File: config.mk
export PLATFORM = sky130hd
export DESIGN_NAME = crc_engine
export DESIGN_NICKNAME = d
export VERILOG_FILES = /design/src/rtl/crc_engine.sv
export SDC_FILE = /design/constraint.sdc
export NUM_CORES = 1
export LEC_CHECK = 0
export BUFFER_PORTS_ARGS = -buffer_cell sky130_fd_sc_hd__buf_2
export CORE_MARGIN = 2
export CORE_UTILIZATION = 40
export DETAILED_ROUTE_END_ITERATION = 12
export GPL_TIMING_DRIVEN = 0
export SLEW_MARGIN = 20
export SYNTH_ARGS = -nofsm -noshare
export SYNTH_HDL_FRONTEND = slang
export SYNTH_SLANG_ARGS = --single-unit
File: constraint.sdc
create_clock -name clk_i -period 4.27 [get_ports clk_i]
set_input_delay 0.854 -clock clk_i [delete_from_list [all_inputs] [get_ports clk_i]]
set_output_delay 0.854 -clock clk_i [all_outputs]
set_load 0.005 [all_outputs]
File: src/rtl/crc_engine.sv
// crc_engine: parametrised CRC over a byte stream, BITS_PER_CYCLE bits folded per clock,
// reporting the final CRC and a residue match at every frame end.
module crc_engine #(
   parameter int                   CRC_WIDTH      = 8,
   parameter logic [CRC_WIDTH-1:0] POLYNOMIAL     = 8'h07,
   parameter logic [CRC_WIDTH-1:0] INIT           = '0,
   parameter logic [CRC_WIDTH-1:0] XOR_OUT        = '0,
   parameter bit                   REFLECT_IN     = 1'b0,
   parameter bit                   REFLECT_OUT    = 1'b0,
   parameter logic [CRC_WIDTH-1:0] RESIDUE        = '0,
   parameter int                   BITS_PER_CYCLE = 8
) (
   input  logic                 clk_i,
   input  logic                 rst_i,
   input  logic [7:0]           data_i,
   input  logic                 data_valid_i,
   input  logic                 data_last_i,
   output logic                 data_ready_o,
   output logic [CRC_WIDTH-1:0] crc_o,
   output logic                 crc_valid_o,
   output logic                 crc_match_o
);
   localparam logic [0:0] ACCEPT = 1'b0;
   localparam logic [0:0] SHIFT  = 1'b1;
   if (BITS_PER_CYCLE != 1 && BITS_PER_CYCLE != 2 && BITS_PER_CYCLE != 4 && BITS_PER_CYCLE != 8) begin : g_bad_bpc
      $error("crc_engine: BITS_PER_CYCLE must be 1, 2, 4 or 8");
   end
   function automatic logic [7:0] rev8(input logic [7:0] b);
      for (int i = 0; i < 8; i++) rev8[i] = b[7-i];
   endfunction
   function automatic logic [CRC_WIDTH-1:0] rev_crc(input logic [CRC_WIDTH-1:0] r);
      for (int i = 0; i < CRC_WIDTH; i++) rev_crc[i] = r[CRC_WIDTH-1-i];
   endfunction
   // Bits are consumed MSB first, matching a one-bit-per-clock serial LFSR.
   function automatic logic [CRC_WIDTH-1:0] fold(input logic [CRC_WIDTH-1:0] r, input logic [BITS_PER_CYCLE-1:0] b);
      logic [CRC_WIDTH-1:0] x;
      x = r;
      for (int i = BITS_PER_CYCLE - 1; i >= 0; i--) x = (x << 1) ^ ((x[CRC_WIDTH-1] ^ b[i]) ? POLYNOMIAL : '0);
      return x;
   endfunction
   logic [0:0]           state_q;
   logic [CRC_WIDTH-1:0] crc_q, crc_d;
   logic [7:0]           buf_q, byte_in;
   logic [2:0]           cnt_q;
   logic                 start_q, last_q, valid_q, match_q, take, shift, fin;
   assign data_ready_o = state_q == ACCEPT;
   assign take         = data_ready_o && data_valid_i;
   assign shift        = state_q == SHIFT;
   assign byte_in      = REFLECT_IN ? rev8(data_i) : data_i;
   assign fin          = (BITS_PER_CYCLE == 8) ? take && data_last_i : shift && cnt_q == 3'd1 && last_q;
   assign crc_d        = fold(take ? (start_q ? INIT : crc_q) : crc_q,
                              take ? byte_in[7 -: BITS_PER_CYCLE] : buf_q[7 -: BITS_PER_CYCLE]);
   assign crc_o        = (REFLECT_OUT ? rev_crc(crc_q) : crc_q) ^ XOR_OUT;
   assign crc_valid_o  = valid_q;
   assign crc_match_o  = match_q;
   always_ff @(posedge clk_i or posedge rst_i) begin
      if (rst_i) begin
         state_q <= ACCEPT;
         crc_q   <= INIT;
         buf_q   <= '0;
         cnt_q   <= '0;
         start_q <= 1'b1;
         last_q  <= 1'b0;
         valid_q <= 1'b0;
         match_q <= 1'b0;
      end else begin
         valid_q <= fin;
         match_q <= fin && crc_d == RESIDUE;
         if (take || shift) crc_q <= crc_d;
         if (fin) start_q <= 1'b1;
         else if (take) start_q <= 1'b0;
         if (take) begin
            buf_q  <= byte_in << BITS_PER_CYCLE;
            last_q <= data_last_i;
            if (BITS_PER_CYCLE != 8) begin
               state_q <= SHIFT;
               cnt_q   <= 3'(8 / BITS_PER_CYCLE - 1);
            end
         end else if (shift) begin
            buf_q <= buf_q << BITS_PER_CYCLE;
            cnt_q <= cnt_q - 3'd1;
            if (cnt_q == 3'd1) state_q <= ACCEPT;
         end
      end
   end
endmodule

# After elaboration in Yosys (flattened, before gate mapping)
# Index checks and enable logic that the tools add are counted.
dict set report totals {
  ff_bits 23
  elab_cells 52
}
dict set report classes {
  add_sub_neg 1
  n_eq_ne 1
  muxes 17
  bitwise 18
  reduce_logical 8
}
# operator count
set ops {}
lappend ops {{XOR 8 x 3 -> 8 bit} 8}
lappend ops {{2-to-1 mux 8 bit} 5}
lappend ops {{2-to-1 mux 3 bit} 8}
lappend ops {{logical NOT 8 bit} 1}
lappend ops {{XOR 1 bit} 8}
lappend ops {{2-to-1 mux 1 bit} 4}
lappend ops {{nonzero test 2 bit} 2}
lappend ops {{== test 3 x 1 -> 1 bit, second input constant} 1}
lappend ops {{logical AND 1 bit} 3}
lappend ops {{subtractor 3 x 1 -> 3 bit, second input constant} 1}
lappend ops {{NOT 1 bit} 2}
lappend ops {{AND reduction 2 bit} 1}
lappend ops {{logical OR 1 bit} 1}

# Logic depth before layout (Yosys ltp)
# Gate-level depths: netlist (run 1).
dict set report depth {
  word_depth 29
  ltp_mapped 7
}

# Least setup slack after synthesis (run 1)
# Ideal clock, no wire load.
dict set report synth_timing {
  path_type {input-to-reg}
  startpoint {input data_i[0]}
  endpoint {register match_q, in the netlist crc_match_o}
  arrival_ns 2.102
  path_slack_ns 2.072
  cell_stages 7
  path_buffers 1
  cell_sequence {xnor2_1 > or4_1 > and3_1 > buf_6 > nor3_2 > a2bb2oi_1 > nor4_2}
}
dict set report synth_via {
  elab_chain_len 6
}
# element line_no
set synth_rtl {}
lappend synth_rtl {{start: declaration} 15} ;# input logic [7:0] data_i,
lappend synth_rtl {{2-to-1 mux 8 bit} 52} ;# take ? byte_in[7 -: BITS_PER_CYCLE] : buf_q[7 -: BITS_PER_CYCLE]);
lappend synth_rtl {{XOR 1 bit} 38} ;# for (int i = BITS_PER_CYCLE - 1; i >= 0; i--) x = (x << 1) ^ ((x[CRC_WIDTH-1] ^ b[i]) ? POLYNOMIAL : '0);
lappend synth_rtl {{2-to-1 mux 3 bit} 38}
lappend synth_rtl {{XOR 8 x 3 -> 8 bit} 38}
lappend synth_rtl {{logical NOT 8 bit} 68} ;# match_q <= fin && crc_d == RESIDUE;
lappend synth_rtl {{logical AND 1 bit} 68}
lappend synth_rtl {{end signal: assignment} 65} ;# match_q <= 1'b0;
lappend synth_rtl {{end signal: assignment} 68}
lappend synth_rtl {{end: declaration} 45} ;# logic start_q, last_q, valid_q, match_q, take, shift, fin;
# Every way passes these cells.
# A chain may end at the register's enable or synchronous reset.

# Final worst setup path (run 1)
dict set report layout_timing {
  startpoint {input data_valid_i}
  endpoint {register match_q, in the netlist crc_match_o}
}
dict set report layout_via {
  elab_chain_len 16
  word_cells_on_any_way 30
}
# element line_no
set layout_rtl {}
lappend layout_rtl {{start: declaration} 16} ;# input logic data_valid_i,
lappend layout_rtl {{logical AND 1 bit (*)} 47} ;# assign take = data_ready_o && data_valid_i;
lappend layout_rtl {{2-to-1 mux 8 bit (on tied branches)} {51, 52}}
lappend layout_rtl {{XOR 1 bit / XOR 8 x 3 -> 8 bit (equally long branches)} 38}
lappend layout_rtl {{2-to-1 mux 3 bit / XOR 1 bit (equally long branches)} 38}
lappend layout_rtl {{XOR 8 x 3 -> 8 bit / 2-to-1 mux 3 bit (equally long branches)} 38}
lappend layout_rtl {{XOR 8 x 3 -> 8 bit (5 in series)} 38}
lappend layout_rtl {{XOR 8 x 3 -> 8 bit / XOR 1 bit (equally long branches)} 38}
lappend layout_rtl {{XOR 1 bit / 2-to-1 mux 3 bit (equally long branches)} 38}
lappend layout_rtl {{2-to-1 mux 3 bit / XOR 8 x 3 -> 8 bit (equally long branches)} 38}
lappend layout_rtl {{XOR 8 x 3 -> 8 bit} 38}
lappend layout_rtl {{logical NOT 8 bit} 68}
lappend layout_rtl {{logical AND 1 bit (*)} 68}
# Every way passes the cells marked *; elsewhere a longest branch is shown, timed or not.

==> impl_metrics.tcl, run 1 <==
set metrics [dict create \
    startpoint_type "input pin" \
    dpl_worst_slack_ps 1710 \
    p_total_w 0.000704 \
    finalSetupViolations 0 \
    slowest_delay_ps 470 \
    critPathKind "in -> reg" \
    ctsHoldBuffers 0 \
    syn_avg_cell_area_um2 8.87 \
    yosysWarningCount 0 \
    switching_share_pct 41.3 \
    num_rows 17 \
    synth_nets 125 \
    hold_path.class "reg -> reg" \
    die_w_um 53.6 \
    ant_nets 0 \
    grt_antenna_before_repair 0 \
    synth_cell_types 28 \
    track_usage_pct 18.0 \
    cts_max_level 1 \
    grt_pass1_vias 807 \
    final_nets 152 \
    crit_path_end_kind "register" \
    r2r_setup_slack_ps 2180 \
    arrival_ps 2490 \
    gp_congestion 0.814 \
    status "finished clean" \
    pin_count 23 \
    post_cts_buffers 0 \
    syn_inst 111 \
    synth_edf_count 0 \
    ys_seq_area_share_pct 38.2 \
    maxSlewHeadroom_pct 59.2 \
    p_clk_share_pct 12.5 \
    critPathSlowestCell "nor2b_1" \
    vias 870 \
    power.internal_w 0.000413 \
    tightestPinTransition_ps 612 \
    combPwrFrac_pct 55.6 \
    cts_root_buf "clkbuf_4" \
    cp_max_fo 10 \
    rsz0062_at_grt "false" \
    clock-sinks 15 \
    period_share_pct 53.1 \
    synthToLayoutAreaGrowth_pct 17.5 \
    async_flop_share_pct 100 \
    drive_above_1_share_pct 24.8 \
    clk_latency_ps 300 \
    crit_chain "buf_2 -> nor2b_1 -> buf_6 -> mux2i_1 -> o22ai_1 -> nand2_1 -> a2bb2oi_1 -> nor4_2" \
    initial_core_util_pct 43.3 \
    drt_iter0_drc 15 \
    synth-main-ff-cell "dfrtp_1" \
    clk_pin_slew_ps 110 \
    dp_cells 161 \
    die_h_um 53.6 \
    leakage_nw 0.525 \
    syn-cell-area_um2 985 \
    drt-total-wl_um 2220 \
    power_density_nw_per_um2 608 \
    post-route-util_pct 50.9 \
    setup_ws_ps 2000 \
    grt_pass1_wl_um 3620 \
    seqPwrFrac_pct 31.9 \
    drtPass1Iterations 4 \
    fmax_mhz 441 \
    port_buffers 22 \
    cts_resized 0 \
    slew_violations 0 \
    min_period_ps 2270 \
    n_fill_cell 223 \
    clockBufferDepth 2 \
    maxCapViolCount 0 \
    numCtsBuffers 3 \
    hold_viol 0 \
    die-area_um2 2870 \
    cts_tree "yes" \
    core_um2 2280 \
    vdd_drop_max_mv 0.393 \
    cp_data_required_time_ps 4490 \
    ys_seq_elements 15 \
    viasPerCell 5.27 \
    grt_start_max_net_pins 16 \
    tns_ps 0 \
    n_antenna_cell 0 \
    wl_per_cell_um 13.5 \
    hpwlAfterDp_um 1630 \
    overflow 0 \
    fin_cells 165 \
    drc 0 \
    fin_worst_skew_ps 8.85 \
    p_sw_w 0.000291 \
]
[logic make-up after synthesis]
kind of cell | count (synthesis) | synth area share, %
compound gates | 30 | 16.4
flops | 15 | 38.2
xor+xnor | 18 | 16.0
fa+ha+maj | 2 | 2.54
buf+inv | 13 | 7.24
mux | 3 | 3.05
simple gates | 30 | 16.5
[per-layer routing]
layer / global-route usage [%] / vias to the layer above / wire length [µm]
li1: - / 427 / -
met1: 21.5 / 419 / 1040
met2: 30.0 / 19 / 1070
met3: 5.83 / 5 / 92
met4: 6.84 / 0 / 23
met5: 0 / - / 0
[state kept, by name, summed over array words and instances (netlist names)]
register     count
cnt_q            3
crc_match_o      1
crc_valid_o      1
start_q          1
crc_o            8
shift            1
[final cells by class]
type | instances | area [µm²] | area share (%)
inverter | 8 | 30.0 | 2.59
clock inverter | 1 | 5.00 | 0.432
tap | 28 | 35.0 | 3.03
timing repair buffer | 22 | 110 | 9.51
sequential | 15 | 377 | 32.5
clock buffer | 3 | 22.5 | 1.95
multi-input combinational | 83 | 537 | 46.4
buffer | 5 | 41.3 | 3.57
[per-stage QoR]
stage	hold slack [ps]	cell area (µm²)
2_1_floorplan	445	985
3_3_place_gp	465	1130
3_5_place_dp	469	1130
4_1_cts	484	1160
5_1_grt	514	1160
6_report	479	1160
[cell usage after synthesis (all sizes together) (3+ instances only)]
cell    count  area (µm²)
a21oi      20         104
dfrtp      14         350
xnor2      14         123
nor2       11        41.3
inv         8        30.0
o21ai       7        35.0
nand2       5        18.8
buf         4        37.5
nand3b      4        30.0
xor2        4        35.0
mux2i       3        30.0
[final timing paths]
kind                                      start               endpoint  cells past startpoint
max in group asynchronous                 rst_i   cnt_q[0]$_DFFE_PP0P_                      2
max reg2reg                   shift$_DFFE_PP0P_  crc_match_o$_DFF_PP0_                      7
max                                data_valid_i  crc_match_o$_DFF_PP0_                      8
min reg2reg                cnt_q[2]$_DFFE_PP0P_   cnt_q[2]$_DFFE_PP0P_                      1
min in group asynchronous                 rst_i   crc_o[3]$_DFFE_PP0P_                      2
min                        cnt_q[2]$_DFFE_PP0P_   cnt_q[2]$_DFFE_PP0P_                      1
[power by group through the flow]
| stage | Clock, W | Combinational [W] | Sequential, W |
|---|---|---|---|
| after floorplan | 0 | 0.000299 | 0.000226 |
| after global placement | 0 | 0.000386 | 0.000224 |
| after detailed placement | 0 | 0.000391 | 0.000227 |
| after CTS | 0.0000896 | 0.000393 | 0.000225 |
| after global routing | 0.0000998 | 0.000433 | 0.000232 |
| final | 0.0000879 | 0.000391 | 0.000225 |
[critical path: cells and delay by family]
family,cells,cell delay [ps]
multiplexers,1,80
AND/OR/NAND/NOR,3,700
AO/OA/AOI/OAI,2,540
buffers and inverters,2,320
[cells in the final DEF (no fill, tap or decap), types with 4 or more instances in the layout]
cell type / n
nor2_1: 11
inv_1: 8
o21ai_0: 7
nand3b_1: 4
nand2_1: 5
buf_2: 22
xnor2_1: 14
dfrtp_1: 14
a21oi_1: 19
xor2_1: 4
Note: power is estimated with default switching activity, not from simulation.
==> run 2: changes to the inputs <==
- ABC_AREA: unset -> 1
- clock period: 4.27 -> 2.1 ns (I/O delays scaled with it)
==> impl_metrics.tcl, run 2 <==
set metrics [dict create \
    status "finished clean" \
    synth_nets 171 \
    num_rows 18 \
    synth_fa_ha_area_share_pct 2.29 \
    largest_reg_flops 8 \
    crit_path_end_kind "register" \
    combPwrFrac_pct 56.7 \
    async_flop_share_pct 100 \
    post-route-util_pct 50.0 \
    overflow 0 \
    synth_top_area_cell "dfrtp_1" \
    cts_max_level 1 \
    design_area_um2 1270 \
    ctsHoldBuffers 0 \
    fin_worst_skew_ps 0.499 \
    track_usage_pct 18.9 \
    hold_slack_ps 168 \
    dp_cells 209 \
    power.internal_w 0.000768 \
    seqCellArea_um2 377 \
    fin_cells 213 \
    drt-total-wl_um 2530 \
    syn_avg_cell_area_um2 6.97 \
    cts_resized 0 \
    port_buffers 22 \
    grt_pass1_wl_um 4730 \
    vdd_drop_max_mv 0.639 \
    initial_core_util_pct 43.0 \
    finalSetupViolations 0 \
    maxSlewHeadroom_pct 60.8 \
    switching_share_pct 47.0 \
    tightestPinTransition_ps 587 \
    drive_above_1_share_pct 24.0 \
    yosys.cell_count.top_type "nand2_1" \
    r2r-end "crc_o[1]$_DFFE_PP0P_" \
    period_share_pct 86.9 \
    final_nets 198 \
    post_cts_buffers 0 \
    clk_latency_ps 290 \
    r2r_setup_slack_ps 280 \
    gp_congestion 0.798 \
    cts_root_buf "clkbuf_4" \
    core_um2 2540 \
    tns_ps 0 \
    final_cell_mix "nand2_1, buf_2, nand3_1, inv_1, dfrtp_1" \
    ys_seq_area_share_pct 34.4 \
    min_period_ps 1820 \
    ant_nets 0 \
    p_sw_w 0.000681 \
    die_w_um 56.3 \
    wl_per_cell_um 11.9 \
    grt_pass1_vias 1114 \
    n_antenna_cell 0 \
    p_clk_share_pct 12.2 \
    rsz0062_at_grt "false" \
    drc 0 \
    die-area_um2 3170 \
    arrival_ps 2010 \
    r2r-start "shift$_DFFE_PP0P_" \
    drtPass1Iterations 4 \
    vias 1078 \
    maxCapViolCount 0 \
    cts_tree "yes" \
    die_h_um 56.3 \
    seqPwrFrac_pct 31.0 \
    clockBufferDepth 2 \
    cp_max_fo 10 \
    synth_edf_count 0 \
    synth.top_cells.by_area "dfrtp_1, nand2_1, nand3_1" \
    n_fill_cell 261 \
    yosysTopAreaCellShare_pct 32.0 \
    startpoint_type "register" \
    synth_xor_xnor_area_share_pct 9.73 \
    ys_seq_elements 15 \
    hpwlAfterDp_um 2000 \
    cp_data_required_time_ps 2290 \
    hold_viol 0 \
    critPathKind "reg -> reg" \
    synth-simple-area-share_pct 40.2 \
    dpl-instance-area_um2 1240 \
    synthToLayoutAreaGrowth_pct 16.2 \
    power_density_nw_per_um2 1140 \
    reg2reg_depth 11 \
    viasPerCell 5.06 \
    clk_pin_slew_ps 100 \
    synth_common_cells "nand2_1, nand3_1, inv_1, dfrtp_1, nor2_1" \
    synth-main-ff-cell "dfrtp_1" \
    slew_violations 0 \
    syn_inst 157 \
    synth_compound_gate_area_share_pct 5.15 \
    clock-sinks 15 \
    yosysWarningCount 0 \
    grt_start_max_net_pins 16 \
    muxShareOfSynthArea_pct 0 \
    leakage_nw 0.717 \
    hold_path.class "in -> async" \
    layout_commonest_cell "nand2_1" \
    synth_top_family_by_area "simple AND/OR/NAND/NOR gates" \
    multi_input_area_um2 627 \
    synth_cell_types 22 \
    drt_iter0_drc 35 \
    fmax_mhz 548 \
    syn-cell-area_um2 1090 \
    numCtsBuffers 3 \
    grt_antenna_before_repair 0 \
    pin_count 23 \
]
[run 2: cell count changes in the layout (fill, tap and decap cells not counted), moves of 4 or more]
cell      before  now
inv_1          8   17
nand2_1        5   56
nand2_2        0    5
nand3b_1       4    0
xnor2_1       14    3
a31oi_1        0    5
nor2_2         0    4
a21oi_1       19    1
nand3_1        2   19
[run 2: how the worst max path moves through the flow]
stage / end / slack, ps / start
floorplan: crc_o[1]$_DFFE_PP0P_ / 540 / shift$_DFFE_PP0P_
global placement: crc_match_o$_DFF_PP0_ / 210 / data_valid_i
detailed placement: crc_match_o$_DFF_PP0_ / 230 / data_valid_i
CTS: crc_o[2]$_DFFE_PP0P_ / 230 / shift$_DFFE_PP0P_
global route: crc_o[1]$_DFFE_PP0P_ / 30 / shift$_DFFE_PP0P_
finish: crc_o[1]$_DFFE_PP0P_ / 280 / shift$_DFFE_PP0P_
[run 2: cells by family after synthesis]
group           after synthesis
buf+inv                      22
fa+ha+maj                     2
compound gates               10
flops                        15
xor+xnor                     10
simple gates                 98
[run 2: cell type report]
cell class	count	area share, %
plain buffers	2	1.18
flip-flops and latches	15	29.6
repair buffers	22	8.66
clock inverters	1	0.394
clock buffers	3	1.77
multi-input cells	120	49.3
well taps	30	2.95
inverters	20	6.10
[run 2: power by group through the flow]
stage               Clock [W]  Combinational, W  Sequential, W
global route         0.000192          0.000963       0.000466
floorplan                   0          0.000605       0.000458
finish               0.000177          0.000822       0.000450
global placement            0          0.000803       0.000452
detailed placement          0          0.000815       0.000457
CTS                  0.000178          0.000823       0.000450
[run 2: per-layer routing]
layer,vias up,part of all wire (%),global-route usage (%)
met3,5,4.9,3.92
li1,550,-,-
met4,0,1.5,7.14
met1,495,47,24.4
met5,-,0,0
met2,28,47,31.1
[run 2: metrics by stage]
step,setup slack (ps),power (W)
after floorplan,541,0.00106
after global placement,207,0.00125
after detailed placement,231,0.00127
after CTS,235,0.00145
after global routing,32.0,0.00162
final,276,0.00145
[run 2: critical path, stage by stage (launching register included)]
cell	delay (ps)
dfrtp_1	470
inv_4	140
nand3_2	150
buf_6	200
nand2_1	80
nand2_1	50
nand2_1	110
nand2_1	90
nand3_1	130
nand3_1	140
nand2_1	80
o21ai_0	70
==> run 3: changes to the inputs <==
- CORE_ASPECT_RATIO: unset -> 0.9
==> impl_metrics.tcl, run 3 (synthesis gave the netlist of run 2 again) <==
set metrics [dict create \
    die_w_um 59.1 \
    grt_pass1_vias 1002 \
    largest_reg_flops 8 \
    maxCapViolCount 0 \
    r2r-start "shift$_DFFE_PP0P_" \
    drt-total-wl_um 2500 \
    period_share_pct 87.3 \
    drive_above_1_share_pct 24.0 \
    leakage_nw 0.713 \
    crit_path_end_kind "register" \
    final_nets 198 \
    tightestPinTransition_ps 592 \
    synthToLayoutAreaGrowth_pct 16.0 \
    cts_tree "yes" \
    grt_start_max_net_pins 16 \
    cts_max_level 1 \
    n_fill_cell 269 \
    fmax_mhz 545 \
    hold_viol 0 \
    numCtsBuffers 3 \
    viasPerCell 5.07 \
    initial_core_util_pct 43.2 \
    rsz0062_at_grt "false" \
    crit_start "shift$_DFFE_PP0P_" \
    p_clk_share_pct 12.0 \
    status "finished clean" \
    setup_ws_ps 266 \
    dpl_worst_slack_ps 172 \
    gp_congestion 0.813 \
    reg2reg_depth 11 \
    power_density_nw_per_um2 1140 \
    grt_antenna_before_repair 0 \
    core_um2 2530 \
    n_antenna_cell 0 \
    hold_path.class "in -> async" \
    clock-sinks 15 \
    drtPass1Iterations 4 \
    cp_max_fo 10 \
    layout_commonest_cell "nand2_1" \
    port_buffers 22 \
    critPathKind "reg -> reg" \
    final_cell_mix "nand2_1, buf_2, nand3_1, inv_1, dfrtp_1" \
    clockBufferDepth 2 \
    arrival_ps 2000 \
    seqPwrFrac_pct 31.1 \
    cts_root_buf "clkbuf_4" \
    combPwrFrac_pct 56.9 \
    wl_per_cell_um 11.8 \
    overflow 0 \
    r2r_setup_slack_ps 270 \
    finalSetupViolations 0 \
    maxSlewHeadroom_pct 60.5 \
    cp_data_required_time_ps 2270 \
    pin_count 23 \
    endpoint "crc_o[1]$_DFFE_PP0P_" \
    ant_nets 0 \
    seqCellArea_um2 378 \
    die_h_um 53.6 \
    min_period_ps 1830 \
    track_usage_pct 18.9 \
    hold_slack_ps 168 \
    tns_ps 0 \
    slew_violations 0 \
    p_sw_w 0.000674 \
    startpoint_type "register" \
    vdd_drop_max_mv 0.519 \
    drt_iter0_drc 49 \
    switching_share_pct 46.7 \
    grt_pass1_wl_um 4400 \
    dpl-instance-area_um2 1240 \
    die-area_um2 3170 \
    multi_input_area_um2 627 \
    power.internal_w 0.000771 \
    design_area_um2 1270 \
    hpwlAfterDp_um 1950 \
    clk_latency_ps 300 \
    drc 0 \
    fin_worst_skew_ps 17.2 \
    clk_pin_slew_ps 100 \
    r2r-end "crc_o[1]$_DFFE_PP0P_" \
    vias 1070 \
    post_cts_buffers 0 \
    num_rows 17 \
]
==> run 3: changes by cell type in the layout (fill, tap and decap cells not counted), sizes merged <==
cell and change:
clkinv -1, clkbuf +1
==> run 3: through the flow <==
step / util (%) / power, W / std cells
global placement: 48.9 / 0.00126 / 207
floorplan: - / 0.00106 / 157
global route: 50.1 / 0.00160 / 211
finish: 50.1 / 0.00145 / 211
detailed placement: 48.9 / 0.00127 / 207
CTS: 50.0 / 0.00145 / 211
==> run 3: worst min path at each step <==
stage | startpoint | cells past startpoint | slack [ps] | to
6_report | rst_i | 2 | 170 | crc_o[6]$_DFFE_PP0P_
5_1_grt | rst_i | 2 | 250 | crc_o[3]$_DFFE_PP0P_
4_1_cts | rst_i | 2 | 210 | crc_o[3]$_DFFE_PP0P_
3_5_place_dp | cnt_q[1]$_DFFE_PP0P_ | 2 | 490 | cnt_q[1]$_DFFE_PP0P_
3_3_place_gp | cnt_q[1]$_DFFE_PP0P_ | 2 | 470 | cnt_q[1]$_DFFE_PP0P_
2_1_floorplan | rst_i | 1 | 320 | cnt_q[0]$_DFFE_PP0P_
==> run 3: critical path, cell delays in order (launching register included) <==
cell     delay (ps)
dfrtp_2         470
inv_4           120
nand3_2         140
buf_6           190
nand2_1          80
nand2_1          50
nand2_1         110
nand2_1          90
nand3_1         140
nand3_1         160
nand2_1         100
o21ai_0          70
==> run 3: layer usage <==
metal | track usage [%] | part of all wire (%) | vias to the layer above
li1 | - | - | 549
met1 | 26.4 | 49 | 488
met2 | 29.8 | 43 | 28
met3 | 2.88 | 5.8 | 5
met4 | 6.82 | 1.4 | 0
met5 | 0 | 0 | -
==> run 3: layout make-up <==
class	count	share of cell area, %
Inverter	20	6.11
Sequential cell	15	29.8
Timing Repair Buffer	22	8.68
Multi-Input combinational cell	120	49.4
Buffer	2	1.18
Clock buffer	4	2.07
Tap cell	28	2.76
==> run 3: power groups by stage <==
stage | clock network (W) | logic [W] | registers, W
finish | 0.000173 | 0.000823 | 0.000450
global route | 0.000185 | 0.000953 | 0.000462
CTS | 0.000174 | 0.000824 | 0.000451
detailed placement | 0 | 0.000816 | 0.000458
global placement | 0 | 0.000803 | 0.000453
floorplan | 0 | 0.000605 | 0.000458
==> run 3: repair_timing <==
item / in CTS / in global routing
setup endpoints to repair: 0 / 1
hold buffers: 0 / 0
resized for setup: 0 / 2
